$ cat config.mk
export PLATFORM = sky130hd
export DESIGN_NAME = walk_pattern_gen
export DESIGN_NICKNAME = d
export VERILOG_FILES = /design/src/rtl/walk_pattern_pkg.sv /design/src/rtl/walk_pattern_gen.sv
export SDC_FILE = /design/constraint.sdc
export NUM_CORES = 1
export LEC_CHECK = 0
export BUFFER_PORTS_ARGS = -buffer_cell sky130_fd_sc_hd__buf_2
export CAP_MARGIN = 25
export CORE_MARGIN = 2
export CORE_UTILIZATION = 55
export CTS_CLUSTER_SIZE = 24
export DETAILED_ROUTE_END_ITERATION = 12
export HOLD_SLACK_MARGIN = 0.12
export PLACE_DENSITY = 0.79
export SKIP_CTS_REPAIR_TIMING = 1
export SLEW_MARGIN = 20
export SYNTH_ARGS = -nofsm -noshare
export SYNTH_HDL_FRONTEND = slang
export SYNTH_SLANG_ARGS = --single-unit
$ cat constraint.sdc
create_clock -name clk -period 2.4 [get_ports clk]
set_input_delay 0.24 -clock clk [delete_from_list [all_inputs] [get_ports clk]]
set_output_delay 0.24 -clock clk [all_outputs]
set_load 0.05 [all_outputs]
$ cat src/rtl/walk_pattern_pkg.sv
// Types and pattern arithmetic shared by the walking-pattern sequencer.
// Latency: pure functions, no state.
// Backpressure: not applicable; callers decide when to advance.
package walk_pattern_pkg;

    // Functions work on a fixed 16-bit container; callers pass their real width.
    localparam int MAX_W = 16;

    typedef enum logic [1:0] {
        WALK1 = 2'd0,
        WALK0 = 2'd1,
        COUNT = 2'd2,
        RSVD  = 2'd3
    } mode_e;

    typedef enum logic [1:0] {
        IDLE = 2'd0,
        RUN  = 2'd1,
        DONE = 2'd2
    } state_e;

    // Ones in the low w bits.
    function automatic logic [MAX_W-1:0] width_mask(input int unsigned w);
        logic [MAX_W:0] m;
        m = (17'd1 << w) - 17'd1;
        return m[MAX_W-1:0];
    endfunction

    // Pattern presented on the first beat of a sequence.
    function automatic logic [MAX_W-1:0] first_pattern(input mode_e m, input int unsigned w);
        case (m)
            WALK0:   return width_mask(w) & ~16'd1;
            COUNT:   return '0;
            default: return 16'd1;
        endcase
    endfunction

    // Pattern following p; walk-zero rotates so the single zero moves up.
    function automatic logic [MAX_W-1:0] next_pattern(input mode_e m, input logic [MAX_W-1:0] p,
                                                      input int unsigned w);
        case (m)
            WALK0:   return ((p << 1) | (p >> (w - 1))) & width_mask(w);
            COUNT:   return (p + 16'd1) & width_mask(w);
            default: return (p << 1) & width_mask(w);
        endcase
    endfunction

    // True when p is the final beat: top bit selected for walks, all ones for count.
    function automatic logic is_last(input mode_e m, input logic [MAX_W-1:0] p,
                                     input int unsigned w);
        logic [MAX_W-1:0] top;
        top = 16'd1 << (w - 1);
        case (m)
            WALK0:   return p == (width_mask(w) & ~top);
            COUNT:   return p == width_mask(w);
            default: return p == top;
        endcase
    endfunction

endpackage

$ cat src/rtl/walk_pattern_gen.sv
// Emits walk-one / walk-zero / binary-count pattern sequences, one per accepted beat, then pulses done.
// Latency: start sampled at edge N gives first pattern after N; done follows the last handshake by one edge.
// Backpressure: pat_out/pat_valid hold while pat_ready is low; stalls may last indefinitely.
module walk_pattern_gen
    import walk_pattern_pkg::*;
#(
    parameter int WIDTH = 8   // legal 2..16
) (
    input  logic             clk,
    input  logic             rst,
    input  logic             start,
    input  logic [1:0]       mode,
    output logic [WIDTH-1:0] pat_out,
    output logic             pat_valid,
    input  logic             pat_ready,
    output logic             busy,
    output logic             done,
    output logic [WIDTH:0]   beat_cnt
);

    state_e           state_q, state_d;
    mode_e            mode_q, mode_d;
    logic [WIDTH-1:0] pat_q, pat_d;
    logic             vld_q, vld_d;
    logic             busy_q, busy_d;
    logic             done_q, done_d;
    logic [WIDTH:0]   cnt_q, cnt_d;

    mode_e            start_mode;
    logic [MAX_W-1:0] first_w;
    logic [MAX_W-1:0] next_w;
    logic             last_w;

    // Reserved mode code behaves as walk-one so the latched mode is always meaningful.
    assign start_mode = (mode_e'(mode) == RSVD) ? WALK1 : mode_e'(mode);
    assign first_w    = first_pattern(start_mode, WIDTH);
    assign next_w     = next_pattern(mode_q, MAX_W'(pat_q), WIDTH);
    assign last_w     = is_last(mode_q, MAX_W'(pat_q), WIDTH);

    // Next-state and output computation; start is only honoured in IDLE.
    always_comb begin
        state_d = state_q;
        mode_d  = mode_q;
        pat_d   = pat_q;
        vld_d   = vld_q;
        cnt_d   = cnt_q;
        done_d  = 1'b0;
        case (state_q)
            IDLE: begin
                if (start) begin
                    mode_d  = start_mode;
                    cnt_d   = '0;
                    pat_d   = first_w[WIDTH-1:0];
                    vld_d   = 1'b1;
                    state_d = RUN;
                end
            end
            RUN: begin
                if (vld_q && pat_ready) begin
                    cnt_d = cnt_q + (WIDTH+1)'(1);
                    if (last_w) begin
                        vld_d   = 1'b0;
                        pat_d   = '0;
                        done_d  = 1'b1;
                        state_d = DONE;
                    end else begin
                        pat_d = next_w[WIDTH-1:0];
                    end
                end
            end
            DONE: begin
                state_d = IDLE;
            end
            default: begin
                state_d = IDLE;
            end
        endcase
        busy_d = (state_d != IDLE);
    end

    // State and output registers with synchronous reset.
    always_ff @(posedge clk) begin
        if (rst) begin
            state_q <= IDLE;
            mode_q  <= WALK1;
            pat_q   <= '0;
            vld_q   <= 1'b0;
            busy_q  <= 1'b0;
            done_q  <= 1'b0;
            cnt_q   <= '0;
        end else begin
            state_q <= state_d;
            mode_q  <= mode_d;
            pat_q   <= pat_d;
            vld_q   <= vld_d;
            busy_q  <= busy_d;
            done_q  <= done_d;
            cnt_q   <= cnt_d;
        end
    end

    assign pat_out   = pat_q;
    assign pat_valid = vld_q;
    assign busy      = busy_q;
    assign done      = done_q;
    assign beat_cnt  = cnt_q;

endmodule

After elaboration in Yosys (flattened, before gate mapping)
Index checks and enable logic that the tools add are counted.
{"block": "totals", "regBits": 24, "latchBits": 0, "ram_bits": 0, "romBits": 0, "output_inout_bits": 20, "memories": 0}
{"block": "classes", "addsub": 2, "mul": 0, "n_div": 0, "order_cmp": 0, "n_eq_ne": 12, "shifts": 0, "muxes": 20, "bitwise_logic": 3, "n_reduce_logical": 8}
{"cell": "case mux 8 bit (2 select lines)", "n": 3}
{"cell": "2-to-1 mux 8 bit", "n": 3}
{"cell": "2-to-1 mux 9 bit", "n": 2}
{"cell": "case mux 9 bit (2 select lines)", "n": 1}
{"cell": "equality test 8 bit, second input constant", "n": 2}
{"cell": "adder 9 x 1 -> 9 bit, second input constant", "n": 1}
{"cell": "adder 8 x 1 -> 8 bit, second input constant", "n": 1}
{"cell": "equality test 8 x 7 -> 1 bit, second input constant", "n": 1}
{"cell": "2-to-1 mux 2 bit", "n": 4}
{"cell": "bitwise OR 8 x 1 -> 8 bit", "n": 1}
{"cell": "equality test 2 x 1 -> 1 bit, second input constant", "n": 3}
{"cell": "equality test 2 bit, second input constant", "n": 3}
{"cell": "!= test 2 bit, second input constant", "n": 3}
{"cell": "2-to-1 mux 1 bit", "n": 4}
{"cell": "case mux 1 bit (2 select lines)", "n": 2}
{"cell": "case mux 2 bit (2 select lines)", "n": 1}
{"cell": "AND reduction 4 bit", "n": 1}
{"cell": "nonzero test 2 bit", "n": 2}
{"cell": "AND reduction 3 bit", "n": 1}
{"cell": "OR reduction 3 bit", "n": 1}
{"cell": "logical NOT 2 bit", "n": 1}
{"cell": "NOT 1 bit", "n": 2}
{"cell": "AND reduction 2 bit", "n": 1}
{"cell": "logical AND 1 bit", "n": 1}

Logic depth before layout (Yosys ltp)
{"block": "depth", "depth_word": 6, "depth_mapped": 7, "ltp_nobuf": 6}

Worst setup path before layout
Ideal clock, no wire load.
{"block": "synth_path", "path_kind": "register to register", "startpoint": "register cnt_q[3] (netlist: beat_cnt[3])", "endpoint": "register cnt_q[8] (netlist: beat_cnt[8])", "setup_time_ns": 0.070, "arrival_ns": 1.812, "path_slack_ns": 0.518, "stages_incl_launch_ff": 5, "n_path_buf": 0, "synth_period_minus_slack_ns": 1.882, "path_cell_list": "dfxtp_1 -> nand4_2 -> a2111oi_4 -> or3b_1 -> a21oi_1"}
{"block": "synth_between", "elab_chain_len": 3}
{"item": "from (decl)", "line_no": "walk_pattern_gen.sv:27", "rtl": "logic [WIDTH:0] cnt_q, cnt_d;"}
{"item": "from (signal assigned)", "line_no": "walk_pattern_gen.sv:98", "rtl": "cnt_q <= cnt_d;"}
{"item": "adder 9 x 1 -> 9 bit", "line_no": "walk_pattern_gen.sv:60", "rtl": "cnt_d = cnt_q + (WIDTH+1)'(1);"}
{"item": "2-to-1 mux 9 bit", "line_no": "walk_pattern_gen.sv:59", "rtl": "if (vld_q && pat_ready) begin"}
{"item": "case mux 9 bit (2 select lines)", "line_no": "walk_pattern_gen.sv:48", "rtl": "case (state_q)"}
Every way passes these cells. The select of a mux whose other input is x is not followed.
A chain may end at the register's enable or synchronous reset.

Worst setup path in the final report
{"block": "layout_path", "startpoint": "register mode_q[0]", "endpoint": "register pat_q[3] (netlist: pat_out[3])"}
{"block": "layout_between", "elab_chain_len": 5}
{"item": "from (decl)", "line_no": "walk_pattern_gen.sv:22", "rtl": "mode_e mode_q, mode_d;"}
{"item": "from (signal assigned)", "line_no": "walk_pattern_gen.sv:93", "rtl": "mode_q <= mode_d;"}
{"item": "equality test 2 bit or equality test 2 x 1 -> 1 bit (tied branches)", "line_no": "walk_pattern_pkg.sv:41, walk_pattern_pkg.sv:53"}
{"item": "case mux 8 bit (2 select lines) or case mux 1 bit (2 select lines) (tied branches)", "line_no": "walk_pattern_pkg.sv:41, walk_pattern_pkg.sv:53"}
{"item": "2-to-1 mux 8 bit *", "line_no": "walk_pattern_gen.sv:61", "rtl": "if (last_w) begin"}
{"item": "2-to-1 mux 8 bit *", "line_no": "walk_pattern_gen.sv:59"}
{"item": "case mux 8 bit (2 select lines) *", "line_no": "walk_pattern_gen.sv:48"}
{"item": "to (signal assigned)", "line_no": "walk_pattern_gen.sv:94", "rtl": "pat_q <= pat_d;"}
{"item": "to (decl)", "line_no": "walk_pattern_gen.sv:23", "rtl": "logic [WIDTH-1:0] pat_q, pat_d;"}
Every way passes the cells marked *; elsewhere a longest branch is shown, timed or not. The select of a mux whose other input is x is not followed.

==> results_dict.tcl <==
set metrics [dict create \
    first_global_vias 1304 \
    netlist-cell-type-count 50 \
    drive_gt1_share_pct 21.6 \
    period_share_pct 86.1 \
    placement.io_buffers 25 \
    detailedRoute.firstIterationViolations 55 \
    critical_path.endpoint_type "flip-flop" \
    final_worst_path_period_need_ns 2.07 \
    num_antenna_cells 0 \
    ios 26 \
    report.final.hold_viol_count 0 \
    worst_r2r_src "mode_q[0]$_SDFFE_PP0P_" \
    tightest_slew_ns 0.891 \
    synth.yosys.warnings 0 \
    finalWorstSetupSlack_ns 0.333 \
    final.hold.worst_slack_ns 0.224 \
    worst_setup_path_start_kind "flip-flop" \
    floorplan.die.height_microns 55.5 \
    max-slew-margin-rel_pct 40.1 \
    core_area_sq_um 2500 \
    htree_num_levels 1 \
    rows 18 \
    clkLatencyLatePin_ns 0.31 \
    place_worst_setup_slack_ns 0.392 \
    cts_buffer_depth 2 \
    p_per_area_nw_per_um2 595 \
    cts.sink_count 24 \
    floorplan.initialDensity_pct 58.3 \
    r2r_end "pat_out[3]$_SDFFE_PP0P_" \
    dpl_cell_area_sq_um 1580 \
    timing_max_transition_violations_final 0 \
    most-common-layout-cells "25 x buf_2, 24 x dfxtp_1, 16 x nor2_1, 10 x a211oi_1" \
    detail_route.drc_violations 0 \
    final-seq-area_sq_um 480 \
    dr.pass1.iters 4 \
    syn-instance-count 165 \
    worstPathRequired_ns 2.56 \
    whs_path_depth 3 \
    final_net_count 199 \
    clkTransAtPathRegs_ns 0.14 \
    total_power_uw 969 \
    max-cap-violations 0 \
    root_buffer "clkbuf_4" \
    grt_start_max_net_pins 19 \
    areaGrowthSynthToFinish_pct 11.7 \
    ant_nets 0 \
    detailed_place_hpwl_microns 2540 \
    rsz0062_at_grt "no" \
    setup-violations-final 0 \
    setup_total_negative_slack_ns 0 \
    power.leakage_nw 0.638 \
    synth_top_flop_cell "dfxtp_1" \
    holdCritPathClass "input pin to flip-flop" \
    routed_wl_microns 3460 \
    grt-ovfl-total 0 \
    ys_seq_area_share_pct 33.0 \
    achievable-frequency_ghz 0.484 \
    mostFrequentLayoutCell "buf_2" \
    syn_area_per_cell_sq_um 8.83 \
    initial_antenna_violation_count 0 \
    async_flop_share_pct 0 \
    fill_cells 204 \
    cts-buffers-inserted 3 \
    drt-wirelength-per-cell_microns 16.1 \
    irDropWorstVdd_uv 407 \
    finish.instance_area_sq_um 1630 \
    path_class "flip-flop to flip-flop" \
    tritoncts_clock_tree "built" \
    worst-r2r-cell-count 6 \
    timing.hold.worst.start "start" \
    critPathMaxFanout 9 \
    finClkSkew_ns 0.00136 \
    post_synth_instance_area_sq_um 1460 \
    reg2reg_slack_ns 0.33 \
    critPathArrivalTime_ns 2.23 \
    full_die_area_sq_um 3080 \
    synth.net_count 178 \
    grt_pass1_wl_microns 5920 \
    vias_per_cell 6.46 \
    die_width_microns 55.5 \
    synth-edff-count 0 \
    global_routing_usage_summed_across_all_routing_layers_pct 23.7 \
    finalWeightedCongestion 0.876 \
    area_used_by_multi_input_combinational_logic_sq_um 895 \
    num_vias 1389 \
    hold_path_end "busy$_SDFF_PP0_" \
    synth-seq-cells 24 \
    run_status "complete, no violations" \
]
==> layout make-up <==
class                           count  share of cell area [%]
Multi-Input combinational cell    123                    55.0
Sequential cell                    24                    29.5
Timing Repair Buffer               26                    8.15
Tap cell                           30                    2.31
Clock inverter                      1                    1.84
Inverter                            8                    1.84
Clock buffer                        3                    1.38
==> stage by stage <==
step	instances	utilization [%]
4_1_cts	215	65.1
3_5_place_dp	211	63.0
6_report	215	65.1
5_1_grt	215	65.1
3_3_place_gp	211	63.0
2_1_floorplan	165	-
==> cell usage after synthesis (2+ instances only) <==
master / n / area, sq um
or2_2: 2 / 12.5
o21ai_0: 4 / 20.0
buf_2: 5 / 25.0
a2111oi_1: 5 / 50.1
nor2_1: 16 / 60.1
xnor2_1: 5 / 43.8
nand3_1: 6 / 30.0
nor2b_1: 4 / 25.0
nor3_1: 3 / 15.0
inv_1: 8 / 30.0
o22ai_1: 2 / 12.5
clkbuf_1: 3 / 11.3
and3_1: 4 / 25.0
ha_1: 7 / 87.6
a22o_1: 2 / 17.5
a22oi_1: 2 / 15.0
xor2_1: 2 / 17.5
dfxtp_1: 24 / 480
a211oi_1: 10 / 75.1
o21ai_1: 2 / 10.0
o31ai_1: 6 / 45.0
or3b_1: 2 / 17.5
nand2_1: 6 / 22.5
nor4_1: 2 / 12.5
a21oi_1: 8 / 40.0
==> flip-flops by register name (all words and copies together), names as in the netlist <==
name	cells
beat_cnt	9
busy	1
done	1
mode_q	2
pat_out	8
pat_valid	1
state_q	2
==> power breakdown <==
part	leakage (nW)	internal [mW]	switching [mW]	total, mW
combinational	0.414	0.0666	0.149	0.216
clock	0.0279	0.169	0.129	0.297
sequential	0.196	0.418	0.0381	0.456
==> worst max-delay path, cell delays in order, from the launching register on <==
cell and delay (ns):
dfxtp_1 0.40, inv_1 0.06, ha_1 0.40, nor4b_1 0.35
o21ai_1 0.16, o21ai_2 0.38, a2111oi_1 0.16
==> cell families (layout without fill, tap and decap cells) <==
| family | Yosys count | after routing | synth area share [%] |
|---|---|---|---|
| flops | 24 | 24 | 33.0 |
| xor+xnor | 7 | 7 | 4.21 |
| fa+ha+maj | 7 | 7 | 6.01 |
| compound gates | 53 | 53 | 28.4 |
| mux | 1 | 1 | 0.944 |
| simple gates | 55 | 55 | 21.8 |
| buf+inv | 18 | 38 | 5.66 |
==> routing by layer <==
metal	track usage, %	up-vias	wire length, microns
met5	0	-	0
met4	8.36	0	27
met3	3.75	4	200
met2	37.9	49	1660
met1	32.1	668	1570
li1	-	668	-
==> worst max path at each step <==
stage                             start                       end  slack, ns  depth (start not counted)
2_1_floorplan  beat_cnt[3]$_SDFFE_PP0P_  beat_cnt[8]$_SDFFE_PP0P_       0.52                          4
3_3_place_gp     mode_q[0]$_SDFFE_PP0P_   pat_out[5]$_SDFFE_PP0P_       0.49                          6
3_5_place_dp     mode_q[0]$_SDFFE_PP0P_   pat_out[3]$_SDFFE_PP0P_       0.39                          6
4_1_cts          mode_q[0]$_SDFFE_PP0P_   pat_out[3]$_SDFFE_PP0P_       0.35                          6
5_1_grt          mode_q[0]$_SDFFE_PP0P_   pat_out[3]$_SDFFE_PP0P_       0.12                          6
6_report         mode_q[0]$_SDFFE_PP0P_   pat_out[3]$_SDFFE_PP0P_       0.33                          6
No activity file was read; power rests on OpenSTA's default activity.
